`config.mk`:
```
export PLATFORM = sky130hd
export DESIGN_NAME = fetch_sequencer_flat
export DESIGN_NICKNAME = d
export VERILOG_FILES = /design/src/rtl/fetch_sequencer_pkg.sv /design/src/rtl/fetch_sequencer_if.sv /design/src/rtl/fetch_sequencer_counter.sv /design/src/rtl/fetch_sequencer.sv /design/src/flat_wrapper.sv
export SDC_FILE = /design/constraint.sdc
export NUM_CORES = 1
export LEC_CHECK = 0
export BUFFER_PORTS_ARGS = -buffer_cell sky130_fd_sc_hd__buf_4
export CORE_UTILIZATION = 52
export DETAILED_ROUTE_END_ITERATION = 7
export MAX_ROUTING_LAYER = met4
export PLACE_DENSITY = 0.77
export SLEW_MARGIN = 20
export SYNTH_ARGS = -nofsm -noshare
export SYNTH_HDL_FRONTEND = slang
export SYNTH_SLANG_ARGS = --single-unit
```
`constraint.sdc`:
```
create_clock -name Clock -period 3 [get_ports Clock]
set_clock_uncertainty 0.15 [all_clocks]
set_input_delay 0.3 -clock Clock [delete_from_list [all_inputs] [get_ports Clock]]
set_output_delay 0.3 -clock Clock [all_outputs]
set_load 0.05 [all_outputs]
```
`src/rtl/fetch_sequencer_pkg.sv`:
```
// fetch_pkg: shared types and constants for the fetch sequencer slice.
//   state_t      - sequencer states (ARMED is used only when
//                  FETCH_SEQUENCER_SINGLE_STEP_EN is defined)
//   WORD_W       - processor / ROM word width (9)
//   *_DEFAULT    - default parameter values for the top level
//   opcode_match - compares the opcode field IR[8:6] of a word
package fetch_pkg;

  localparam int WORD_W = 9;
  localparam int ADDR_W_DEFAULT = 5;
  localparam logic [2:0] OP_MVI_DEFAULT = 3'b001;
  localparam logic [WORD_W-1:0] HALT_WORD_DEFAULT = 9'h1FF;

  typedef enum logic [3:0] {
    IDLE    = 4'd0,
    FETCH_I = 4'd1,
    LATCH_I = 4'd2,
    FETCH_M = 4'd3,
    LATCH_M = 4'd4,
    ISSUE   = 4'd5,
    EXEC    = 4'd6,
    HALTED  = 4'd7,
    ARMED   = 4'd8
  } state_t;

  function automatic logic opcode_match(input logic [WORD_W-1:0] word,
                                        input logic [2:0] op);
    return (word[WORD_W-1 -: 3] == op);
  endfunction

endpackage

```
`src/rtl/fetch_sequencer_if.sv`:
```
// fetch_sequencer_if: bus between the fetch sequencer, the ROM and the
// processor.
//   Start, Done, ROM_q        - into the sequencer
//   Step                      - into the sequencer, only when
//                               FETCH_SEQUENCER_SINGLE_STEP_EN is defined
//   ROM_addr, DIN, Run,
//   Halted, PC                - out of the sequencer
// Modports: slave = sequencer side, master = environment side.
interface fetch_sequencer_if
  import fetch_pkg::*;
#(
  parameter int ADDR_W = ADDR_W_DEFAULT
);

  logic              Start;
  logic              Done;
  logic [WORD_W-1:0] ROM_q;
  logic [ADDR_W-1:0] ROM_addr;
  logic [WORD_W-1:0] DIN;
  logic              Run;
  logic              Halted;
  logic [ADDR_W-1:0] PC;
`ifdef FETCH_SEQUENCER_SINGLE_STEP_EN
  logic              Step;

  modport slave  (input  Start, Done, ROM_q, Step,
                  output ROM_addr, DIN, Run, Halted, PC);
  modport master (output Start, Done, ROM_q, Step,
                  input  ROM_addr, DIN, Run, Halted, PC);
`else
  modport slave  (input  Start, Done, ROM_q,
                  output ROM_addr, DIN, Run, Halted, PC);
  modport master (output Start, Done, ROM_q,
                  input  ROM_addr, DIN, Run, Halted, PC);
`endif

endinterface

```
`src/rtl/fetch_sequencer_counter.sv`:
```
// counter_N_bits: N-bit up counter with synchronous load, used as the PC.
//   clk, rst - clock, asynchronous active-high reset (clears to 0)
//   en       - increment by one (wraps modulo 2^N)
//   load     - load d; takes priority over en
//   d        - load value
//   q        - count value
module counter_N_bits #(
  parameter int N = 5
) (
  input  logic         clk,
  input  logic         rst,
  input  logic         en,
  input  logic         load,
  input  logic [N-1:0] d,
  output logic [N-1:0] q
);

  logic [N-1:0] q_r;

  // Count register: load wins over increment, otherwise hold.
  always_ff @(posedge clk or posedge rst) begin
    if (rst) begin
      q_r <= {N{1'b0}};
    end else if (load) begin
      q_r <= d;
    end else if (en) begin
      q_r <= q_r + N'(1'b1);
    end else begin
      q_r <= q_r;
    end
  end

  assign q = q_r;

endmodule

```
`src/rtl/fetch_sequencer.sv`:
```
// fetch_sequencer: instruction fetch stage in front of the 9-bit processor.
// Walks the PC through a 32x9 synchronous ROM, latches each instruction
// (and the trailing immediate of an mvi), issues a one-cycle Run pulse and
// waits for Done before fetching the next word. HALT_WORD parks the
// sequencer in HALTED until Reset.
//   Clock, Reset - rising-edge clock, asynchronous active-high reset
//   bus (slave)  - Start/Done/ROM_q in; ROM_addr/DIN/Run/Halted/PC out
// Optional feature, macro FETCH_SEQUENCER_SINGLE_STEP_EN: adds bus.Step and
// the ARMED state; each instruction waits in ARMED for a Step rising edge.
module fetch_sequencer
  import fetch_pkg::*;
#(
  parameter int                ADDR_W    = ADDR_W_DEFAULT,
  parameter logic [2:0]        OP_MVI    = OP_MVI_DEFAULT,
  parameter logic [WORD_W-1:0] HALT_WORD = HALT_WORD_DEFAULT
) (
  input logic              Clock,
  input logic              Reset,
  fetch_sequencer_if.slave bus
);

`ifdef FETCH_SEQUENCER_SINGLE_STEP_EN
  localparam state_t AFTER_LATCH = ARMED;
`else
  localparam state_t AFTER_LATCH = ISSUE;
`endif

  state_t            state_r;
  state_t            state_s;
  logic [WORD_W-1:0] ir_r;
  logic [WORD_W-1:0] ir_s;
  logic [WORD_W-1:0] imm_r;
  logic [WORD_W-1:0] imm_s;
  logic [WORD_W-1:0] din_r;
  logic [WORD_W-1:0] din_s;
  logic              run_r;
  logic              run_s;
  logic              halted_r;
  logic              halted_s;
  logic              pc_en_s;
  logic [ADDR_W-1:0] pc_s;

  // The PC only ever steps forward; the load path is unused here.
  counter_N_bits #(.N(ADDR_W)) u_pc (
    .clk  (Clock),
    .rst  (Reset),
    .en   (pc_en_s),
    .load (1'b0),
    .d    ({ADDR_W{1'b0}}),
    .q    (pc_s)
  );

`ifdef FETCH_SEQUENCER_SINGLE_STEP_EN
  logic step_q_r;
  logic step_rise_s;

  // Previous Step sample for rising-edge detection.
  always_ff @(posedge Clock or posedge Reset) begin
    if (Reset) begin
      step_q_r <= 1'b0;
    end else begin
      step_q_r <= bus.Step;
    end
  end

  assign step_rise_s = bus.Step & ~step_q_r;
`endif

  // Next-state, latch and registered-output decode.
  always_comb begin
    state_s  = state_r;
    ir_s     = ir_r;
    imm_s    = imm_r;
    pc_en_s  = 1'b0;
    din_s    = din_r;
    run_s    = 1'b0;
    halted_s = 1'b0;

    case (state_r)
      IDLE: begin
        if (bus.Start) begin
          state_s = FETCH_I;
        end else begin
          state_s = IDLE;
        end
      end
      FETCH_I: begin
        state_s = LATCH_I;
      end
      LATCH_I: begin
        ir_s = bus.ROM_q;
        if (bus.ROM_q == HALT_WORD) begin
          state_s = HALTED;
        end else if (opcode_match(bus.ROM_q, OP_MVI)) begin
          pc_en_s = 1'b1;
          state_s = FETCH_M;
        end else begin
          pc_en_s = 1'b1;
          state_s = AFTER_LATCH;
        end
      end
      FETCH_M: begin
        state_s = LATCH_M;
      end
      LATCH_M: begin
        imm_s   = bus.ROM_q;
        pc_en_s = 1'b1;
        state_s = AFTER_LATCH;
      end
      ISSUE: begin
        state_s = EXEC;
      end
      EXEC: begin
        if (bus.Done) begin
          state_s = FETCH_I;
        end else begin
          state_s = EXEC;
        end
      end
      HALTED: begin
        state_s = HALTED;
      end
      ARMED: begin
`ifdef FETCH_SEQUENCER_SINGLE_STEP_EN
        if (step_rise_s) begin
          state_s = ISSUE;
        end else begin
          state_s = ARMED;
        end
`else
        state_s = IDLE;
`endif
      end
      default: begin
        state_s = IDLE;
      end
    endcase

    // Outputs are registered, so decode them from the state being entered.
    // During EXEC an mvi presents its immediate; everywhere else DIN=IR.
    if ((state_s == EXEC) && opcode_match(ir_s, OP_MVI)) begin
      din_s = imm_s;
    end else begin
      din_s = ir_s;
    end
    run_s    = (state_s == ISSUE);
    halted_s = (state_s == HALTED);
  end

  // State, instruction/immediate latches and output registers.
  always_ff @(posedge Clock or posedge Reset) begin
    if (Reset) begin
      state_r  <= IDLE;
      ir_r     <= {WORD_W{1'b0}};
      imm_r    <= {WORD_W{1'b0}};
      din_r    <= {WORD_W{1'b0}};
      run_r    <= 1'b0;
      halted_r <= 1'b0;
    end else begin
      state_r  <= state_s;
      ir_r     <= ir_s;
      imm_r    <= imm_s;
      din_r    <= din_s;
      run_r    <= run_s;
      halted_r <= halted_s;
    end
  end

  assign bus.ROM_addr = pc_s;
  assign bus.PC       = pc_s;
  assign bus.DIN      = din_r;
  assign bus.Run      = run_r;
  assign bus.Halted   = halted_r;

endmodule

```
`src/flat_wrapper.sv`:
```
// flat-port wrapper written by rule: the top's interface ports become plain ports
module fetch_sequencer_flat import fetch_pkg::*;
#(
  parameter int                ADDR_W    = ADDR_W_DEFAULT,
  parameter logic [2:0]        OP_MVI    = OP_MVI_DEFAULT,
  parameter logic [WORD_W-1:0] HALT_WORD = HALT_WORD_DEFAULT
)
  (Clock, Reset, bus_Start, bus_Done, bus_ROM_q, bus_ROM_addr, bus_DIN, bus_Run, bus_Halted, bus_PC);
  fetch_sequencer_if #(.ADDR_W(ADDR_W)) bus_i ();
  input logic Clock;
  input logic Reset;
  input wire logic [$bits(bus_i.Start)-1:0] bus_Start;
  input wire logic [$bits(bus_i.Done)-1:0] bus_Done;
  input wire logic [$bits(bus_i.ROM_q)-1:0] bus_ROM_q;
  output wire logic [$bits(bus_i.ROM_addr)-1:0] bus_ROM_addr;
  output wire logic [$bits(bus_i.DIN)-1:0] bus_DIN;
  output wire logic [$bits(bus_i.Run)-1:0] bus_Run;
  output wire logic [$bits(bus_i.Halted)-1:0] bus_Halted;
  output wire logic [$bits(bus_i.PC)-1:0] bus_PC;
  assign bus_i.Start = bus_Start;
  assign bus_i.Done = bus_Done;
  assign bus_i.ROM_q = bus_ROM_q;
  assign bus_ROM_addr = bus_i.ROM_addr;
  assign bus_DIN = bus_i.DIN;
  assign bus_Run = bus_i.Run;
  assign bus_Halted = bus_i.Halted;
  assign bus_PC = bus_i.PC;
  fetch_sequencer #(.ADDR_W(ADDR_W), .OP_MVI(OP_MVI), .HALT_WORD(HALT_WORD)) u_core (.Clock(Clock), .Reset(Reset), .bus(bus_i));
endmodule
```
==> metrics.log <==
[metrics] drt wl/cell: ~15 um
[metrics] number of warnings reported in the yosys synthesis log: 0
[metrics] maximum clock insertion buffer count: 2
[metrics] number of buffers inserted by post-CTS setup repair: 0
[metrics] crit path time final: ~2.6 ns
[metrics] synthesized cell area: between 1500 and 2000 um^2
[metrics] area of the die: 3211 um^2
[metrics] net count of the mapped netlist: 125
[metrics] Final GP Congestion: between 0.8 and 0.9
[metrics] initial core utilization: approximately 55%
[metrics] number of global-route vias before repair: 1,065
[metrics] measured slew at the worst slew-check pin: between 0.7 and 0.8 ns
[metrics] proportion of register bits with asynchronous set or reset after synthesis: 100.0%
[metrics] startpoint type of the worst setup path: flip-flop
[metrics] number of buffers added by the clock tree synthesis step: 5
[metrics] distinct cell type count of the synthesized netlist: 31
[metrics] number of rows created at floorplan: 19
[metrics] proportion of layout cells with a drive suffix above 1: a little under half
[metrics] Antenna Nets Post-Route: 0
[metrics] number of flops mapped to enable cells by yosys: 0
[metrics] Arr. time, crit path: roughly 2.7 ns
[metrics] FF+latch count, synth: 37
[metrics] clock tree from TritonCTS: yes
[metrics] number of gates resized after cts: 0
[metrics] global routing usage summed across all routing layers: a little over a fifth
[metrics] max-cap check violation count: 0
[metrics] period utilisation layout: 87.37%
[metrics] WL met3: about 100 um
[metrics] detailed-route wire length on metal 1: between 1000 and 1500 um
[metrics] first-pass GRT wire length: 4754 um
[metrics] layout-stage area growth over the synthesis result: 23.91%
[metrics] Detail Route met2 WL: between 1000 and 1500 um
[metrics] run status: complete, but fails checks
[metrics] placeable core region: ~2800 um^2
[metrics] number of vias per cell: 5.278
[metrics] maximum clock frequency: between 300 and 400 MHz
[metrics] Max-Slew Margin vs Limit: between 40% and 50%
[metrics] Die Y: 56.67 um
[metrics] maximum fanout encountered on the critical timing path: 9
[metrics] number of fillers in the final layout: 227
[metrics] antenna diode instance count: 0
[metrics] highest metal layer used by the detailed router: met4
[metrics] sequential-to-total area share from yosys stat: 59.58%
[metrics] final number of hold-violating endpoints: 0
[metrics] Critical Path Sink Type: flip-flop
[metrics] clock net sink count: 37
[metrics] post-route setup TNS: 0 ns
[metrics] CTS H-tree depth: 2
[metrics] maximum number of pins on one net before global-route repair: 20
[metrics] clock slew seen by the registers of the worst setup and hold paths: roughly 0.12 ns
[metrics] hold crit path type: in2reg
[metrics] count of final setup violators: 0
[metrics] Via Count: 950
[metrics] setup repair after global routing missed its margin: false
[metrics] Final Max Slew Viols: 0
[metrics] DRC violations left: 4
[metrics] number of antenna violations at the first check in global routing: 0
[metrics] total wirelength of the detailed-routed design: roughly 2700 um
[metrics] final global-route overflow total: 0
[metrics] number of I/O port buffers: 33
[metrics] DR pass1 iterations: 6
[metrics] number of top-level pins: 34
[metrics] chip width: 56.67 um
[metrics] Post-Synthesis Mean Instance Area: roughly 14 um^2
[metrics] dominant register cell in the synthesized netlist: dfrtp_1
[metrics] synthesized instance count: ~110
[metrics] CTS Hold Buffers Added: 1
[metrics] cell chosen for the clock root: clkbuf_4
[metrics] post-detail-place hpwl: between 1500 and 2000 um
[metrics] violated checks: design-rule violations
[metrics] clock insertion delay at the later pin of the skew report: approximately 0.34 ns
[metrics] Crit Path Class: reg2reg
[metrics] number of DRC markers after the initial detailed-route iteration: 33
[metrics] data required time at the worst endpoint: between 3 and 4 ns
[metrics] NumNets Final: about 160
## final cells by class
cell class,count,area [um^2],area share [%]
multi-input combinational,59,544.3,28.27
sequential,37,925.9,48.08
timing repair buffer,37,280.3,14.55
clock buffer,5,37.54,1.949
clock inverter,3,68.82,3.574
tap,31,38.79,2.014
inverter,8,30.03,1.559
## sequential cells by signal, summed over array words and instances (netlist names)
name	cells
u_core.bus.Run	1
u_core.u_pc.q	5
u_core.imm_r	9
u_core.state_r	3
u_core.ir_r	9
u_core.bus.Halted	1
u_core.bus.DIN	9
## synthesized netlist by cell type, drive strengths merged, types with 2 or more instances
library cell	number	area [um^2]
a21oi	2	10.01
a21o	3	22.52
mux2i	4	43.79
mux2	21	236.5
dfrtp	37	925.9
nand4	2	12.51
nand3	2	10.01
buf	6	48.80
nand2	5	18.77
inv	8	30.03
xnor2	3	26.28
## through the flow
step	instances	area [um^2]	util, %	hold WS (ns)	setup slack, ns
6_report	180	1926	68.64	0.06405	0.3790
4_1_cts	180	1926	68.64	0.04663	0.3580
3_3_place_gp	171	1809	64.50	0.2909	0.4865
3_5_place_dp	171	1809	64.50	0.3048	0.3670
2_1_floorplan	111	1554	-	0.2916	0.6393
5_1_grt	180	1926	68.64	0.05400	0.2358
## cells in the final DEF (no fill, tap or decap), types with 2 or more instances in the layout
cell        n
a21o_1      3
a21oi_1     2
buf_4      36
bufinv_16   2
clkbuf_4    5
dfrtp_1    37
inv_1       8
mux2_2     21
mux2i_1     3
nand2_1     5
nand3_1     2
nand4_1     2
xnor2_1     3
## cells by family after synthesis
| kind of cell | Yosys count | share of synthesized area, % |
|---|---|---|
| flip-flops | 37 | 59.58 |
| adder cells (fa/ha/maj) | 1 | 0.8050 |
| multiplexers | 25 | 18.04 |
| AO/OA/AOI/OAI | 11 | 5.395 |
| XOR/XNOR | 4 | 2.255 |
| AND/OR/NAND/NOR | 18 | 8.535 |
| buffers and inverters | 15 | 5.394 |
## path summary, 6_finish.rpt
check	from	endpoint	slack [ns]	depth (start not counted)
min in group asynchronous	Reset	u_core.bus.Run$_DFF_PP0_	0.47	3
hold reg to reg	u_core.imm_r[6]$_DFF_PP0_	u_core.imm_r[6]$_DFF_PP0_	0.35	2
hold / removal	bus_ROM_q[2]	u_core.imm_r[2]$_DFF_PP0_	0.06	2
setup / recovery	u_core.state_r[0]$_DFF_PP0_	u_core.bus.DIN[1]$_DFF_PP0_	0.38	5
setup reg to reg	u_core.state_r[0]$_DFF_PP0_	u_core.bus.DIN[1]$_DFF_PP0_	0.38	5
max in group asynchronous	Reset	u_core.bus.DIN[1]$_DFF_PP0_	1.52	4
## metal layers
layer  GRT usage (%)  vias up
li1                -      456
met2           34.35       21
met3           5.069        5
met1           23.36      468
met5               -        -
met4           12.14        0
## critical path, stage by stage (launching register included)
cell and delay [ns]:
dfrtp_1 0.49, nor3b_4 0.42, mux2i_1 0.29, nand3_1 0.15
nor4b_4 0.62, mux2_2 0.41
Power is not shown: default switching activity piles up to over one toggle a cycle in this logic, so the estimate is an artifact.
